## config.mk

```make
export PLATFORM = sky130hd
export DESIGN_NAME = utlb_flat
export DESIGN_NICKNAME = d
export VERILOG_FILES = /design/src/rtl/utlb_pkg.sv /design/src/rtl/utlb_if.sv /design/src/rtl/utlb_victim_sel.sv /design/src/rtl/utlb.sv /design/src/flat_wrapper.sv
export SDC_FILE = /design/constraint.sdc
export NUM_CORES = 1
export LEC_CHECK = 0
export BUFFER_PORTS_ARGS = -buffer_cell sky130_fd_sc_hd__buf_2
export CORE_AREA = 5 5 181 183
export DETAILED_ROUTE_END_ITERATION = 16
export DIE_AREA = 0 0 186 188
export PLACE_DENSITY = 0.55
export SYNTH_ARGS = -nofsm -noshare
export SYNTH_HDL_FRONTEND = slang
export SYNTH_SLANG_ARGS = --single-unit
```

## constraint.sdc

```tcl
create_clock -name clk_i -period 2.8 [get_ports clk_i]
set_input_delay 0.14 -clock clk_i [delete_from_list [all_inputs] [get_ports clk_i]]
set_output_delay 0.14 -clock clk_i [all_outputs]
set_load 0.01 [all_outputs]
```

## src/rtl/utlb_pkg.sv

```systemverilog
// Shared widths, entry record and FSM state encoding for the micro-TLB.
package utlb_pkg;

  localparam int unsigned VADDR_W    = 32;
  localparam int unsigned PAGE_SHIFT = 12;
  localparam int unsigned VPN_W      = 20;
  localparam int unsigned PFN_W      = 20;
  localparam int unsigned OPTS_W     = 5;
  localparam int unsigned ASID_MAX_W = 16;

  // ASID is held at its widest supported size; narrower ASIDs are zero-extended.
  typedef struct packed {
    logic                  valid;
    logic [VPN_W-1:0]      vpn;
    logic [ASID_MAX_W-1:0] asid;
    logic                  g;
    logic [PFN_W-1:0]      pfn;
    logic [OPTS_W-1:0]     opts;
  } tlb_entry_t;

  typedef enum logic [1:0] {
    ST_IDLE   = 2'd0,
    ST_REFILL = 2'd1,
    ST_FAULT  = 2'd2
  } state_t;

endpackage

```

## src/rtl/utlb_if.sv

```systemverilog
// Lookup (CPU side) and refill (JTLB side) signal bundle for the micro-TLB.
interface utlb_if
  import utlb_pkg::*;
#(
  parameter int unsigned ASID_W = 8
) ();

  logic                lookup_req_i;
  logic [VADDR_W-1:0]  lookup_vaddr_i;
  logic [ASID_W-1:0]   asid_i;
  logic                flush_i;
  logic                lookup_done_o;
  logic                lookup_fault_o;
  logic [VADDR_W-1:0]  lookup_paddr_o;
  logic [OPTS_W-1:0]   lookup_opts_o;
  logic                busy_o;
  logic                refill_req_o;
  logic [VADDR_W-1:0]  refill_vaddr_o;
  logic                refill_ack_i;
  logic                refill_hit_i;
  logic [PFN_W-1:0]    refill_pfn_i;
  logic [OPTS_W-1:0]   refill_opts_i;
  logic                refill_g_i;

  // Requester and JTLB together drive the master side.
  modport master (
    output lookup_req_i, lookup_vaddr_i, asid_i, flush_i,
           refill_ack_i, refill_hit_i, refill_pfn_i, refill_opts_i, refill_g_i,
    input  lookup_done_o, lookup_fault_o, lookup_paddr_o, lookup_opts_o,
           busy_o, refill_req_o, refill_vaddr_o
  );

  modport slave (
    input  lookup_req_i, lookup_vaddr_i, asid_i, flush_i,
           refill_ack_i, refill_hit_i, refill_pfn_i, refill_opts_i, refill_g_i,
    output lookup_done_o, lookup_fault_o, lookup_paddr_o, lookup_opts_o,
           busy_o, refill_req_o, refill_vaddr_o
  );

endinterface

```

## src/rtl/utlb_victim_sel.sv

```systemverilog
// Picks the fill slot: lowest-index invalid entry, otherwise the round-robin pointer.
module utlb_victim_sel #(
  parameter int unsigned ENTRIES = 4,
  parameter int unsigned PTR_W   = 2
) (
  input  logic [ENTRIES-1:0] valid,
  input  logic [PTR_W-1:0]   ptr,
  output logic [PTR_W-1:0]   victim
);

  // Scan downwards so the lowest invalid index is the last one written.
  always_comb begin
    victim = ptr;
    for (int i = ENTRIES - 1; i >= 0; i--) begin
      if (!valid[i]) victim = PTR_W'(i);
    end
  end

endmodule

```

## src/rtl/utlb.sv

```systemverilog
// Fully associative micro-TLB with blocking JTLB refill, 4 KiB pages.
// Optional hit/miss counters are built when UTLB_STATS_EN is defined.
module utlb
  import utlb_pkg::*;
#(
  parameter int unsigned ENTRIES = 4,
  parameter int unsigned ASID_W  = 8
) (
  input  logic        clk_i,
  input  logic        rst_i,
`ifdef UTLB_STATS_EN
  output logic [31:0] hit_cnt_o,
  output logic [31:0] miss_cnt_o,
`endif
  utlb_if.slave       bus
);

  localparam int unsigned PTR_W = $clog2(ENTRIES);

  tlb_entry_t            entries_q [ENTRIES];
  logic [ENTRIES-1:0]    valid_vec;
  logic [PTR_W-1:0]      ptr_q;
  logic [PTR_W-1:0]      victim;
  state_t                state_q;
  state_t                state_d;
  logic                  drop_q;
  logic [VADDR_W-1:0]    req_vaddr_q;
  logic [ASID_MAX_W-1:0] req_asid_q;
  logic [ASID_MAX_W-1:0] cur_asid;
  logic [VPN_W-1:0]      cur_vpn;
  logic                  hit;
  logic [PFN_W-1:0]      hit_pfn;
  logic [OPTS_W-1:0]     hit_opts;
  logic                  miss_start;
  logic                  fill_en;

  assign cur_asid = ASID_MAX_W'(bus.asid_i[ASID_W-1:0]);
  assign cur_vpn  = bus.lookup_vaddr_i[VADDR_W-1:PAGE_SHIFT];

  // Associative match; at most one entry can match, so the payload is OR-merged.
  always_comb begin
    valid_vec = '0;
    hit       = 1'b0;
    hit_pfn   = '0;
    hit_opts  = '0;
    for (int i = 0; i < ENTRIES; i++) begin
      valid_vec[i] = entries_q[i].valid;
      if (entries_q[i].valid && (entries_q[i].vpn == cur_vpn) &&
          (entries_q[i].g || (entries_q[i].asid == cur_asid))) begin
        hit      = 1'b1;
        hit_pfn  = hit_pfn | entries_q[i].pfn;
        hit_opts = hit_opts | entries_q[i].opts;
      end
    end
  end

  utlb_victim_sel #(
    .ENTRIES (ENTRIES),
    .PTR_W   (PTR_W)
  ) u_victim_sel (
    .valid  (valid_vec),
    .ptr    (ptr_q),
    .victim (victim)
  );

  always_ff @(posedge clk_i or negedge rst_i) begin
    if (!rst_i) state_q <= ST_IDLE;
    else        state_q <= state_d;
  end

  // Next state and lookup/refill outputs; a hit answers in the request cycle.
  always_comb begin
    state_d            = state_q;
    bus.lookup_done_o  = 1'b0;
    bus.lookup_fault_o = 1'b0;
    bus.lookup_paddr_o = '0;
    bus.lookup_opts_o  = '0;
    bus.busy_o         = 1'b0;
    bus.refill_req_o   = 1'b0;
    bus.refill_vaddr_o = '0;
    miss_start         = 1'b0;
    fill_en            = 1'b0;
    unique case (state_q)
      ST_IDLE: begin
        if (bus.lookup_req_i) begin
          if (hit) begin
            if (!bus.flush_i) begin
              bus.lookup_done_o  = 1'b1;
              bus.lookup_paddr_o = {hit_pfn, bus.lookup_vaddr_i[PAGE_SHIFT-1:0]};
              bus.lookup_opts_o  = hit_opts;
            end
          end else begin
            miss_start = 1'b1;
            state_d    = ST_REFILL;
          end
        end
      end
      ST_REFILL: begin
        bus.refill_req_o   = 1'b1;
        bus.refill_vaddr_o = req_vaddr_q;
        bus.busy_o         = 1'b1;
        if (bus.refill_ack_i) begin
          // Any flush seen during the refill discards the JTLB answer.
          if (drop_q || bus.flush_i) begin
            state_d = ST_IDLE;
          end else if (bus.refill_hit_i) begin
            fill_en = 1'b1;
            state_d = ST_IDLE;
          end else begin
            state_d = ST_FAULT;
          end
        end
      end
      ST_FAULT: begin
        bus.lookup_done_o  = 1'b1;
        bus.lookup_fault_o = 1'b1;
        state_d            = ST_IDLE;
      end
      default: state_d = ST_IDLE;
    endcase
  end

  // Entry array, round-robin pointer, drop flag and latched miss context.
  always_ff @(posedge clk_i or negedge rst_i) begin
    if (!rst_i) begin
      for (int i = 0; i < ENTRIES; i++) entries_q[i] <= '0;
      ptr_q       <= '0;
      drop_q      <= 1'b0;
      req_vaddr_q <= '0;
      req_asid_q  <= '0;
    end else begin
      if (miss_start) begin
        req_vaddr_q <= bus.lookup_vaddr_i;
        req_asid_q  <= cur_asid;
      end
      if (state_q == ST_REFILL) drop_q <= (drop_q || bus.flush_i) && !bus.refill_ack_i;
      else                      drop_q <= 1'b0;
      if (bus.flush_i) begin
        for (int i = 0; i < ENTRIES; i++) entries_q[i].valid <= 1'b0;
      end else if (fill_en) begin
        entries_q[victim] <= '{valid: 1'b1,
                               vpn:   req_vaddr_q[VADDR_W-1:PAGE_SHIFT],
                               asid:  req_asid_q,
                               g:     bus.refill_g_i,
                               pfn:   bus.refill_pfn_i,
                               opts:  bus.refill_opts_i};
        ptr_q <= ptr_q + PTR_W'(1);
      end
    end
  end

`ifdef UTLB_STATS_EN
  logic hit_done_c;
  assign hit_done_c = (state_q == ST_IDLE) && bus.lookup_req_i && hit && !bus.flush_i;

  always_ff @(posedge clk_i or negedge rst_i) begin
    if (!rst_i) begin
      hit_cnt_o  <= '0;
      miss_cnt_o <= '0;
    end else begin
      if (hit_done_c) hit_cnt_o  <= hit_cnt_o + 32'd1;
      if (miss_start) miss_cnt_o <= miss_cnt_o + 32'd1;
    end
  end
`endif

endmodule

```

## src/flat_wrapper.sv

```systemverilog
// flat-port wrapper written by rule: the top's interface ports become plain ports
module utlb_flat import utlb_pkg::*;
#(
  parameter int unsigned ENTRIES = 4,
  parameter int unsigned ASID_W  = 8
)
  (clk_i, rst_i, bus_lookup_req_i, bus_lookup_vaddr_i, bus_asid_i, bus_flush_i, bus_refill_ack_i, bus_refill_hit_i, bus_refill_pfn_i, bus_refill_opts_i, bus_refill_g_i, bus_lookup_done_o, bus_lookup_fault_o, bus_lookup_paddr_o, bus_lookup_opts_o, bus_busy_o, bus_refill_req_o, bus_refill_vaddr_o);
  utlb_if #(.ASID_W(ASID_W)) bus_i ();
  input  logic clk_i;
  input  logic rst_i;
  input wire logic [$bits(bus_i.lookup_req_i)-1:0] bus_lookup_req_i;
  input wire logic [$bits(bus_i.lookup_vaddr_i)-1:0] bus_lookup_vaddr_i;
  input wire logic [$bits(bus_i.asid_i)-1:0] bus_asid_i;
  input wire logic [$bits(bus_i.flush_i)-1:0] bus_flush_i;
  input wire logic [$bits(bus_i.refill_ack_i)-1:0] bus_refill_ack_i;
  input wire logic [$bits(bus_i.refill_hit_i)-1:0] bus_refill_hit_i;
  input wire logic [$bits(bus_i.refill_pfn_i)-1:0] bus_refill_pfn_i;
  input wire logic [$bits(bus_i.refill_opts_i)-1:0] bus_refill_opts_i;
  input wire logic [$bits(bus_i.refill_g_i)-1:0] bus_refill_g_i;
  output wire logic [$bits(bus_i.lookup_done_o)-1:0] bus_lookup_done_o;
  output wire logic [$bits(bus_i.lookup_fault_o)-1:0] bus_lookup_fault_o;
  output wire logic [$bits(bus_i.lookup_paddr_o)-1:0] bus_lookup_paddr_o;
  output wire logic [$bits(bus_i.lookup_opts_o)-1:0] bus_lookup_opts_o;
  output wire logic [$bits(bus_i.busy_o)-1:0] bus_busy_o;
  output wire logic [$bits(bus_i.refill_req_o)-1:0] bus_refill_req_o;
  output wire logic [$bits(bus_i.refill_vaddr_o)-1:0] bus_refill_vaddr_o;
  assign bus_i.lookup_req_i = bus_lookup_req_i;
  assign bus_i.lookup_vaddr_i = bus_lookup_vaddr_i;
  assign bus_i.asid_i = bus_asid_i;
  assign bus_i.flush_i = bus_flush_i;
  assign bus_i.refill_ack_i = bus_refill_ack_i;
  assign bus_i.refill_hit_i = bus_refill_hit_i;
  assign bus_i.refill_pfn_i = bus_refill_pfn_i;
  assign bus_i.refill_opts_i = bus_refill_opts_i;
  assign bus_i.refill_g_i = bus_refill_g_i;
  assign bus_lookup_done_o = bus_i.lookup_done_o;
  assign bus_lookup_fault_o = bus_i.lookup_fault_o;
  assign bus_lookup_paddr_o = bus_i.lookup_paddr_o;
  assign bus_lookup_opts_o = bus_i.lookup_opts_o;
  assign bus_busy_o = bus_i.busy_o;
  assign bus_refill_req_o = bus_i.refill_req_o;
  assign bus_refill_vaddr_o = bus_i.refill_vaddr_o;
  utlb #(.ENTRIES(ENTRIES), .ASID_W(ASID_W)) u_core (.clk_i(clk_i), .rst_i(rst_i), .bus(bus_i));
endmodule
```

# == Word-level counts from Yosys, hierarchy flattened ==
# Index checks and enable logic that the tools add are counted.
# op_classes
addsub,1
multipliers,0
n_div,0
order_cmp,2
n_eq_ne,13
n_shift,0
muxes,53
bitwise_logic,8
reduce_logical,20
# op_table
operator,count
$bwmux W252,1
$mux W252,1
$mux W32,5
$demux W63 S2,1
$eq A20 B20 Y1,4
$mux W20,4
$eq A16 B8 Y1,4
$mux W63,1
$or A20 B20 Y20,3
$mux W5,8
$mux W1,21
$mux W2,9
$or A5 B5 Y5,3
$logic_and A1 B1 Y1,10
$ne A2 B2 Y1 const B,3
$logic_or A1 B1 Y1,5
$pmux W2 S2,1
$ge A3 B3 Y1 const B,1
$lt A3 B1 Y1 const B,1
$not A2 Y3,1
$reduce_and A3 Y1,1
$add A2 B1 Y2 const B,1
$eq A2 B1 Y1 const B,1
$eq A2 B2 Y1 const B,1
other kinds (6),6
# word_totals
register_bits,297
latchBits,0
ram_bits,0
mem_bits_ro,0
input_bits,72
output_inout_bits,73
elab_cells,126
memories,0

# == Depth between registers and ports, before layout ==
# Gate-level depths: netlist (run 1).
# logic_depth
ltp_word,14
depth_mapped,10
ltp_nobuf,7

# == Cells and area by module ==
# Synthesis (run 1) repeated with hierarchy kept, for this count alone.
# unflattened
cells_unflattened,904
area_unflattened_um2,12136.6
# modules_own_cells
module,instances,cells_each,area_per_inst_um2,seq_area_each_um2
utlb,1,898,12102.9,6631.4
utlb_victim_sel,1,6,33.8,0.0

# == Worst setup path before layout (run 1) ==
# Ideal clock, no wire load.
# synth_timing
path_type,register to output
startpoint,register u_core.entries_q[246] (netlist name)
endpoint,output bus_lookup_opts_o[0]
t_arrival_ps,2152
t_required_ps,2660
setup_slack_ps,508
path_stages_with_launch,10
path_buffers,2
cell_sequence,dfrtp_1 -> xor2_1 -> nor4_1 -> nand4_1 -> nor3_4 -> nor4_2 -> or3b_1 -> buf_2 -> buf_6 -> a21oi_2
# synth_between
elab_chain_len,14
word_cells_on_any_way,18
classes_between,1 x eq/ne; 12 x mux; 3 x bitwise; 2 x reduce/logical
# synth_lines
item,line,rtl
from (decl),utlb.sv:20,tlb_entry_t entries_q [ENTRIES];
"from (signal, indexed assignment)",utlb.sv:141,"entries_q[victim] <= '{valid: 1'b1,"
$eq A20 B20 Y1 *,utlb.sv:48,if (entries_q[i].valid && (entries_q[i].vpn == cur_vpn) &&
$logic_and A1 B1 Y1 * (2 in a row),utlb.sv:48,
$mux W5,utlb.sv:48,
$or A5 B5 Y5,utlb.sv:52,hit_opts = hit_opts | entries_q[i].opts;
$mux W5,utlb.sv:48,
$or A5 B5 Y5,utlb.sv:52,
$mux W5,utlb.sv:48,
$or A5 B5 Y5,utlb.sv:52,
$mux W5,utlb.sv:48,
$mux W5,utlb.sv:87,if (!bus.flush_i) begin
$mux W5 *,utlb.sv:86,if (hit) begin
$mux W5 *,utlb.sv:85,if (bus.lookup_req_i) begin
$mux W5 *,utlb.sv:83,unique case (state_q)
to (decl),flat_wrapper.sv:23,output wire logic [$bits(bus_i.lookup_opts_o)-1:0] bus_lookup_opts_o;
# Every way passes the cells marked *; elsewhere a longest branch is shown, timed or not.

# == Worst setup path in the final report (run 1) ==
# layout_timing
startpoint,register u_core.entries_q[171] (netlist name)
endpoint,output bus_lookup_paddr_o[13]
# layout_between
elab_chain_len,12
word_cells_on_any_way,15
classes_between,1 x eq/ne; 10 x mux; 2 x bitwise; 2 x reduce/logical
# layout_lines
item,line,rtl
$eq A20 B20 Y1 *,utlb.sv:48,
$logic_and A1 B1 Y1 * (2 in a row),utlb.sv:48,
$mux W20,utlb.sv:48,
$or A20 B20 Y20,utlb.sv:51,hit_pfn = hit_pfn | entries_q[i].pfn;
$mux W20,utlb.sv:48,
$or A20 B20 Y20,utlb.sv:51,
$mux W20,utlb.sv:48,
$mux W32,utlb.sv:87,
$mux W32 *,utlb.sv:86,
$mux W32 *,utlb.sv:85,
$mux W32 *,utlb.sv:83,
to (decl),flat_wrapper.sv:22,output wire logic [$bits(bus_i.lookup_paddr_o)-1:0] bus_lookup_paddr_o;
# Marked as above.

==> reports/metrics.cfg, run 1 <==
[outcome]
outcome = complete, but fails checks
violations = setup timing

[yosys]
synth.avg_cell_area_um2 = 13.5
yosysMostFrequentCell = dfrtp_1
synth_ff_type = dfrtp_1
synthCells = 903
yosysWarnings = 0
ys_seq_area_share_pct = 54.5
synth_top_area_share_pct = 54.5
ys_types = 29
ys_top_cells_by_area = dfrtp_1, mux2_2, xor2_1
synth_area_leader_cell = dfrtp_1
synth_edf_count = 0
synth_seq_cells = 265
synth_area_um2 = 12200
async_flop_share_pct = 100
yosys-top-cells-count = dfrtp_1, mux2_2, xor2_1
synth.net_count = 975

[pwr]
ir_drop_v = 0.000549
p_leak_nw = 7.51
p_total_mw = 10.2
powerDensity_nw_per_um2 = 663

[critical_path]
end_kind = output pin
r2r_end = u_core.req_vaddr_q[17]
slowest_delay_ps = 490
required_ps = 2660
critPathKind = flip-flop to output pin
slowest_stage = or3b_4
startpoint_type = flip-flop
path_max_fanout = 7
r2r_setup_slack_ps = 430
cp_cell_sequence = xor2_1 -> nor4_1 -> nand4_1 -> nor3_4 -> nor4_4 -> or3b_4 -> clkbuf_16 -> a21oi_1 -> buf_2
critPathBufInv = 2
arrival_ps = 3020
r2r_start = u_core.entries_q[96]
critPathTopFamily = simple AND/OR/NAND/NOR gates
ff2ff_path_depth = 9

[finish]
ff_latch_area_um2 = 6630
area_growth_pct = 26.4
n_fill_cell = 2813
layout.nets = 1188
multi_input_comb_area_um2 = 5320
drive_above_1_share_pct = 42.6
postLayoutCoreUtil_pct = 49.5
design_area_um2 = 15400

[floorplan]
core_area_um2 = 31100
initial_core_util_pct = 39.1
io_pins = 145
num_rows = 65
dieArea_um2 = 35000
die-width_um = 186
die_h_um = 188

[timing]
fin_crit_sh_pct = 113
slew_violations = 0
rsz0062_at_grt = yes
finClkSkew_ps = 17.6
fmax_ghz = 0.317
hold_viol_final = 0
layout_min_cycle_time_ps = 3160
worst_slew_pin_slew_ps = 642
setup_viol = 38
worst_slack_ps = -359
max-slew-margin-rel_pct = 57.2

[route]
vias_per_cell = 5.03
drc = 0
drt_first_iter_violations = 229
avgRoutedWirePerCell_um = 19.9
antenna_left = 0
vias = 7766
firstDrtPassIters = 5
wl_um = 30800

[clocking]
cts_tree = built
clkTransAtPathRegs_ps = 60
cts_max_level = 1
worstSkewPairLatency_ps = 560
cts_sinks = 265
cts_buffers = 30
cts-root-buf = clkbuf_16
clockBufferDepth = 3

[global_routing]
antenna_found_initial = 1
grt_pass1_vias = 8308
grt.total_usage_pct = 17.2
grt_pass1_wl_um = 47800
grt_max_degree = 80
overflow = 0

[placed_design]
io_buffers = 144
gp_congestion = 0.754
postPlaceCellArea_um2 = 13400
hpwl_um = 19200

[run]
max_cap_viol_count = 0

[hold_path]
hold_class = input pin to async pin

## cell type report
type / instances / area share [%]
antenna: 1 / 0.0163
clock buffer: 44 / 5.68
clock inverter: 12 / 0.814
inverter: 8 / 0.195
multi-input combinational: 561 / 34.6
sequential: 265 / 43.1
tap: 402 / 3.27
timing repair buffer: 250 / 12.3
## cells by family (layout without fill, tap and decap cells)
family                    count (synthesis)  in the layout  share of synthesized area (%)
other                                     0              1                              0
and+or+nand+nor                         103            103                           5.42
buffers and inverters                    77            314                           2.84
xor gates and xnor gates                114            114                           8.21
DFF                                     265            265                           54.5
muxes                                   256            256                           23.7
AOI/OAI and AO/OA                        88             88                           5.30
## metal layers
metal  GRT usage (%)  vias to the layer above  wire length, um
met1            24.0                     3956            14100
met3            2.35                       41             1210
met4            3.90                        0              543
met5               0                        -                0
met2            28.6                      142            15000
li1                -                     3627                -
## flip-flops by register name (all words and copies together) (netlist names)
register            cells
u_core.req_vaddr_q     32
u_core.req_asid_q       8
u_core.ptr_q            2
u_core.entries_q      220
u_core.state_q          2
u_core.drop_q           1
## cells in the final DEF, fill, tap and decap left out, types with 4 or more instances in the layout
cell type	instances
a21oi_1	8
a21oi_2	23
a22oi_1	50
and2_1	39
and2_4	5
buf_12	7
buf_2	136
buf_4	22
buf_6	10
clkbuf_1	7
clkbuf_16	32
clkbuf_8	7
clkinv_2	8
dfrtp_1	265
dlygate4sd3_1	71
inv_1	6
mux2_1	49
mux2_2	207
nand2_2	4
nand3_1	5
nand4_1	5
nor2_1	4
nor3_1	6
nor3_4	4
nor4_1	18
nor4_2	6
xnor2_1	6
xor2_1	107
## through the flow
stage / setup slack (ps) / setup TNS, ps / hold slack (ps) / std cells
after global routing: -521 / -17850 / 248 / 1543
after floorplan: 508 / 0 / -156 / 903
after detailed placement: 98.8 / 0 / 195 / 1409
after global placement: 116 / 0 / 201 / 1409
after CTS: -345 / -10220 / -92.1 / 1535
final: -359 / -11250 / 191 / 1543
## timing repair
action                                 in CTS  in global routing
endpoints found under the hold margin     225                  1
resized for setup                           3                 35
pin swaps                                   1                 10
hold buffers                               70                  1
buffers inserted                            0                  2
cloned                                      0                  4
setup endpoints to repair                  38                 38
## where the power goes
group | internal [mW] | switching, mW
clock network | 2.34 | 1.57
registers | 4.39 | 0.442
logic | 0.789 | 0.663
total | 7.52 | 2.68
## worst max path at each step
stage                             end  cells past startpoint             startpoint  slack [ps]
2_1_floorplan    bus_lookup_opts_o[0]                      9  u_core.entries_q[246]         510
3_3_place_gp   bus_lookup_paddr_o[30]                      9  u_core.entries_q[244]         120
3_5_place_dp   bus_lookup_paddr_o[30]                      9  u_core.entries_q[244]         100
4_1_cts        bus_lookup_paddr_o[30]                     10  u_core.entries_q[178]        -350
5_1_grt          bus_lookup_opts_o[2]                     10  u_core.entries_q[178]        -520
6_report       bus_lookup_paddr_o[13]                      9  u_core.entries_q[171]        -360
(Power assumes the default switching activity.)
==> run 2: changes to the inputs <==
Settings changed: CORE_AREA 5 5 181 183 to 5 5 162 164, DIE_AREA 0 0 186 188 to 0 0 167 169, PLACE_DENSITY 0.55 to 0.67.
Clock period 2.8 ns to 3.6 ns, I/O delays scaled along.
==> run 2 against run 1 <==
The run now ends clean. Sequential power fell by 22%. Via count rose by 0.53%. Die area decreased by 19%. Combinational power shrank 24%. Critical path depth did not move. Total power shrank 22%. Sequential share of layout area up 1.4 points. Global-route usage up 3.1 points. Critical endpoint is now bus_lookup_opts_o[3]. Critical path type unchanged.
==> reports/metrics.cfg, run 2 (synthesis results as in run 1) <==
[timing]
hold_viol_final = 0
max-slew-margin-rel_pct = 50.5
layout_min_cycle_time_ps = 3280
setup_viol = 0
worst_slack_ps = 317
finClkSkew_ps = 9.76
worst_slew_pin_slew_ps = 739
slew_violations = 0
rsz0062_at_grt = no
fin_crit_sh_pct = 91.2
fmax_ghz = 0.305
fin_setup_tns_ps = 0

[critical_path]
r2r_start = u_core.entries_q[171]
slowest_stage = nor4_1
r2r_setup_slack_ps = 920
crit_end = bus_lookup_opts_o[3]
arrival_ps = 3100
critPathBufInv = 2
cp_cell_sequence = xor2_1 -> nor4_1 -> nand4_1 -> nor3_4 -> nor4_2 -> or3b_1 -> buf_4 -> a21oi_2 -> buf_2
ff2ff_path_depth = 8
crit_cells = 9
critPathTopFamily = simple AND/OR/NAND/NOR gates
startpoint_type = flip-flop
slowest_delay_ps = 430
path_max_fanout = 26
critPathKind = flip-flop to output pin
r2r_end = u_core.req_vaddr_q[24]
end_kind = output pin
required_ps = 3420
critPathLaunch = u_core.entries_q[171]

[placed_design]
gp_congestion = 0.760
postPlaceCellArea_um2 = 13200
dp_cells = 1328
io_buffers = 144
place_ws_ps = 890
hpwl_um = 18100

[clocking]
cts_tree = built
clockBufferDepth = 3
cts_sinks = 265
cts-root-buf = clkbuf_16
cts_resized = 0
cts_max_level = 1
clkTransAtPathRegs_ps = 60
worstSkewPairLatency_ps = 540
cts_buffers = 29

[finish]
n_fill_cell = 1963
multi_input_comb_area_um2 = 5200
ff_latch_area_um2 = 6630
fin_cells = 1451
layout.nets = 1170
largest_reg_flops = 220
layout_commonest_cell = dfrtp_1
reg_top3 = u_core.entries_q x220, u_core.req_vaddr_q x32, u_core.req_asid_q x8
design_area_um2 = 14900
most-common-layout-cells = dfrtp_1, mux2_2, buf_2, xor2_1, dlygate4sd3_1
top_register = u_core.entries_q
drive_above_1_share_pct = 40.3
area_growth_pct = 22.5

[floorplan]
die-width_um = 167
io_pins = 145
num_rows = 58
die_h_um = 169
initial_core_util_pct = 49.1
core_area_um2 = 24700
dieArea_um2 = 28200

[pwr]
internal_power_mw = 5.94
pwr-share-clk_pct = 39.1
p_comb_share_pct = 13.8
switching_share_pct = 25.5
p_sw_mw = 2.03
powerDensity_nw_per_um2 = 535
p_leak_nw = 7.35
power_frac_seq_pct = 47.1
ir_drop_v = 0.000374

[global_routing]
overflow = 0
grt_pass1_wl_um = 46500
antenna_found_initial = 1
grt.total_usage_pct = 20.3
grt_pass1_vias = 8408
grt_max_degree = 98

[route]
drc = 0
vias_per_cell = 5.38
avgRoutedWirePerCell_um = 19.7
firstDrtPassIters = 4
antenna_left = 0
wl_um = 28500
drt_first_iter_violations = 475
vias = 7807

[hold_path]
worstHoldPathCells = 2
hold_class = input pin to flip-flop

[outcome]
outcome = completed

[run]
max_cap_viol_count = 0

run 2: changes by cell type in the layout (fill, tap and decap cells not counted), sizes merged:
| cell | previous run | this run |
|---|---|---|
| buf | 177 | 164 |
| clkbuf | 46 | 39 |
| bufinv | 2 | 5 |
| clkinv | 10 | 8 |
| dlygate4sd3 | 71 | 69 |
| inv | 8 | 9 |
run 2: area by class of cell:
cell class	instances	share of cell area [%]
Multi-Input combinational cell	561	34.9
Tap cell	330	2.77
Inverter	8	0.202
Sequential cell	265	44.5
Clock buffer	39	5.46
Clock inverter	14	1.34
Antenna cell	1	0.0168
Timing Repair Buffer	233	10.8
run 2: how the worst min path moves through the flow:
stage	slack [ps]	startpoint	endpoint
2_1_floorplan	-120	rst_i	u_core.drop_q
3_3_place_gp	230	rst_i	u_core.entries_q[123]
3_5_place_dp	220	rst_i	u_core.req_vaddr_q[30]
4_1_cts	5	bus_lookup_vaddr_i[23]	u_core.req_vaddr_q[23]
5_1_grt	0.1	bus_lookup_vaddr_i[23]	u_core.req_vaddr_q[23]
6_report	10	bus_lookup_vaddr_i[25]	u_core.req_vaddr_q[25]
run 2: repair_timing:
| action | in CTS | in global routing |
|---|---|---|
| hold buffers | 69 | 0 |
| buffers inserted | 0 | 0 |
| endpoints found under the hold margin | 228 | 0 |
run 2: worst reg2reg max path: cells and delay by family, from the launching register on:
kind / cells / cell delay (ps)
xor gates and xnor gates: 1 / 150
DFF: 1 / 380
muxes: 1 / 360
and+or+nand+nor: 5 / 1390
buffers and inverters: 1 / 280
run 2: power by group through the flow:
| stage | combinational [mW] | clock, mW | sequential, mW |
|---|---|---|---|
| 2_1_floorplan | 0.719 | 0 | 3.69 |
| 3_3_place_gp | 1.03 | 0 | 3.77 |
| 3_5_place_dp | 1.05 | 0 | 3.80 |
| 4_1_cts | 1.12 | 3.19 | 3.75 |
| 5_1_grt | 1.22 | 3.30 | 3.81 |
| 6_report | 1.10 | 3.12 | 3.75 |
run 2: through the flow:
step                      utilization, %  hold slack [ps]  power, mW
final                               60.2             14.4       7.97
after global routing                60.2            0.132       8.33
after CTS                           60.2             5.05       8.05
after detailed placement            53.3              225       4.85
after global placement              53.3              226       4.80
after floorplan                        -             -116       4.40
run 2: layer usage:
layer | vias up | global-route usage (%) | wire length [um]
met5 | - | 0 | 0
met4 | 0 | 6.01 | 735
met3 | 49 | 2.99 | 1030
met2 | 151 | 34.0 | 13900
met1 | 4022 | 27.7 | 12900
li1 | 3585 | - | -
==> run 3: changes to the inputs <==
Settings changed: BUFFER_PORTS_ARGS -buffer_cell sky130_fd_sc_hd__buf_2 to default, DONT_BUFFER_PORTS from default to 1, PLACE_DENSITY 0.67 to 0.64.
Clock period 3.6 ns to 2.8 ns, I/O delays scaled along.
==> run 3 against run 2 <==
The run now ends with hold timing, setup timing left. Die area stayed put. Clock skew grew 6.6 ps. Final area shrank 3.2%. Via count down 6.3%. Utilization shrank 1.9 points. Largest cell class unchanged.
==> reports/metrics.cfg, run 3 (synthesis results as in run 1) <==
[clocking]
cts_tree = built
clkTransAtPathRegs_ps = 60
cts_sinks = 265
clockBufferDepth = 3
cts_buffers = 29
cts_max_level = 1
worstSkewPairLatency_ps = 540
cts_hold_buffers = 70
cts-root-buf = clkbuf_16

[pwr]
p_total_mw = 9.66
p_leak_nw = 6.74
ir_drop_v = 0.000424
powerDensity_nw_per_um2 = 669

[timing]
rsz0062_at_grt = yes
slew_violations = 0
fin_crit_sh_pct = 109
worst_slack_ps = -254
finClkSkew_ps = 16.4
worst_slew_pin_slew_ps = 679
setup_viol = 38
max-slew-margin-rel_pct = 54.7
fmax_ghz = 0.327
hold_viol_final = 265
layout_min_cycle_time_ps = 3050
hold_ws_ps = -692

[critical_path]
required_ps = 2660
r2r_setup_slack_ps = 360
path_max_fanout = 7
critPathKind = flip-flop to output pin
startpoint_type = flip-flop
ff2ff_path_depth = 9
r2r_end = u_core.req_vaddr_q[4]
arrival_ps = 2910
end_kind = output pin
r2r_start = u_core.entries_q[96]

[finish]
reg_top3 = u_core.entries_q x220, u_core.req_vaddr_q x32, u_core.req_asid_q x8
n_antenna_cell = 0
top_register = u_core.entries_q
most-common-layout-cells = dfrtp_1, mux2_2, xor2_1, dlygate4sd3_1, a22oi_1
ff_latch_area_um2 = 6630
layout_commonest_cell = dfrtp_1
postLayoutCoreUtil_pct = 58.3
layout.nets = 1037
multi_input_comb_area_um2 = 5380
drive_above_1_share_pct = 32.9
largest_reg_flops = 220
design_area_um2 = 14400
area_growth_pct = 18.6
n_fill_cell = 1995

[outcome]
violations = hold timing, setup timing
outcome = complete, but fails checks

[placed_design]
gp_congestion = 0.780
hpwl_um = 17200
place_ws_ps = 176
io_buffers = 0
postPlaceCellArea_um2 = 12600

[floorplan]
dieArea_um2 = 28200
num_rows = 58
io_pins = 145
die-width_um = 167
die_h_um = 169
core_area_um2 = 24700
initial_core_util_pct = 49.1

[route]
firstDrtPassIters = 4
vias = 7315
wl_um = 28500
antenna_left = 0
drt_first_iter_violations = 351
vias_per_cell = 5.55
drc = 0
avgRoutedWirePerCell_um = 21.6

[global_routing]
grt_pass1_vias = 8022
overflow = 0
grt.total_usage_pct = 20.2
antenna_found_initial = 0
grt_pass1_wl_um = 45900
grt_max_degree = 266

[hold_path]
hold_class = input pin to async pin

[run]
max_cap_viol_count = 0

[run 3: cell count changes in the layout (fill, tap and decap cells not counted), sizes merged]
cell         change
clkinvlp         +1
buf            -134
bufinv           -5
dlygate4sd3      +1
clkbuf           +8
diode            -1
clkinv           -3
inv              -1
[run 3: cell type report]
class / instances / share of cell area (%)
well taps: 330 / 2.86
clock inverters: 6 / 0.226
clock buffers: 47 / 6.12
flip-flops and latches: 265 / 46.0
repair buffers: 100 / 7.30
inverters: 8 / 0.208
multi-input cells: 561 / 37.3
[run 3: per-layer routing]
layer / track usage [%] / wire, um / up-vias
met4: 5.62 / 790 / 0
met3: 3.53 / 1120 / 44
met1: 27.9 / 12900 / 3790
li1: - / - / 3332
met5: 0 / 0 / -
met2: 33.2 / 13700 / 149
[run 3: what timing repair did]
action / in CTS / in global routing
gates resized for setup: 24 / 5
gates cloned: 2 / 0
setup endpoints to repair: 38 / 38
buffers inserted: 1 / 0
pin swaps: 6 / 3
endpoints found under the hold margin: 417 / 265
[run 3: critical path: stages, from the launching register on]
cell,delay (ps)
dfrtp_1,380
xor2_1,160
nor4_2,380
nand4_1,220
nor3_4,240
nor4_2,90
or3b_4,410
buf_12,160
buf_16,150
a21oi_2,170
[run 3: power by group]
part,total [mW],switching (mW),internal (mW)
registers,4.83,0.445,4.39
logic,1.19,0.510,0.678
clock network,3.64,1.50,2.14
[run 3: per-stage QoR]
step | setup TNS [ps] | std cells
after floorplan | 0 | 903
after global placement | 0 | 1191
after detailed placement | 0 | 1191
after CTS | -6930 | 1317
after global routing | -11460 | 1317
final | -5980 | 1317
[run 3: how the worst max path moves through the flow]
stage | startpoint | end | slack (ps) | depth (start not counted)
2_1_floorplan | u_core.entries_q[246] | bus_lookup_opts_o[0] | 510 | 9
3_5_place_dp | u_core.entries_q[244] | bus_lookup_done_o | 180 | 9
4_1_cts | u_core.entries_q[48] | bus_lookup_paddr_o[26] | -280 | 9
3_3_place_gp | u_core.entries_q[59] | bus_lookup_done_o | 150 | 9
5_1_grt | u_core.entries_q[57] | bus_lookup_paddr_o[26] | -370 | 9
6_report | u_core.entries_q[59] | bus_lookup_paddr_o[26] | -250 | 9
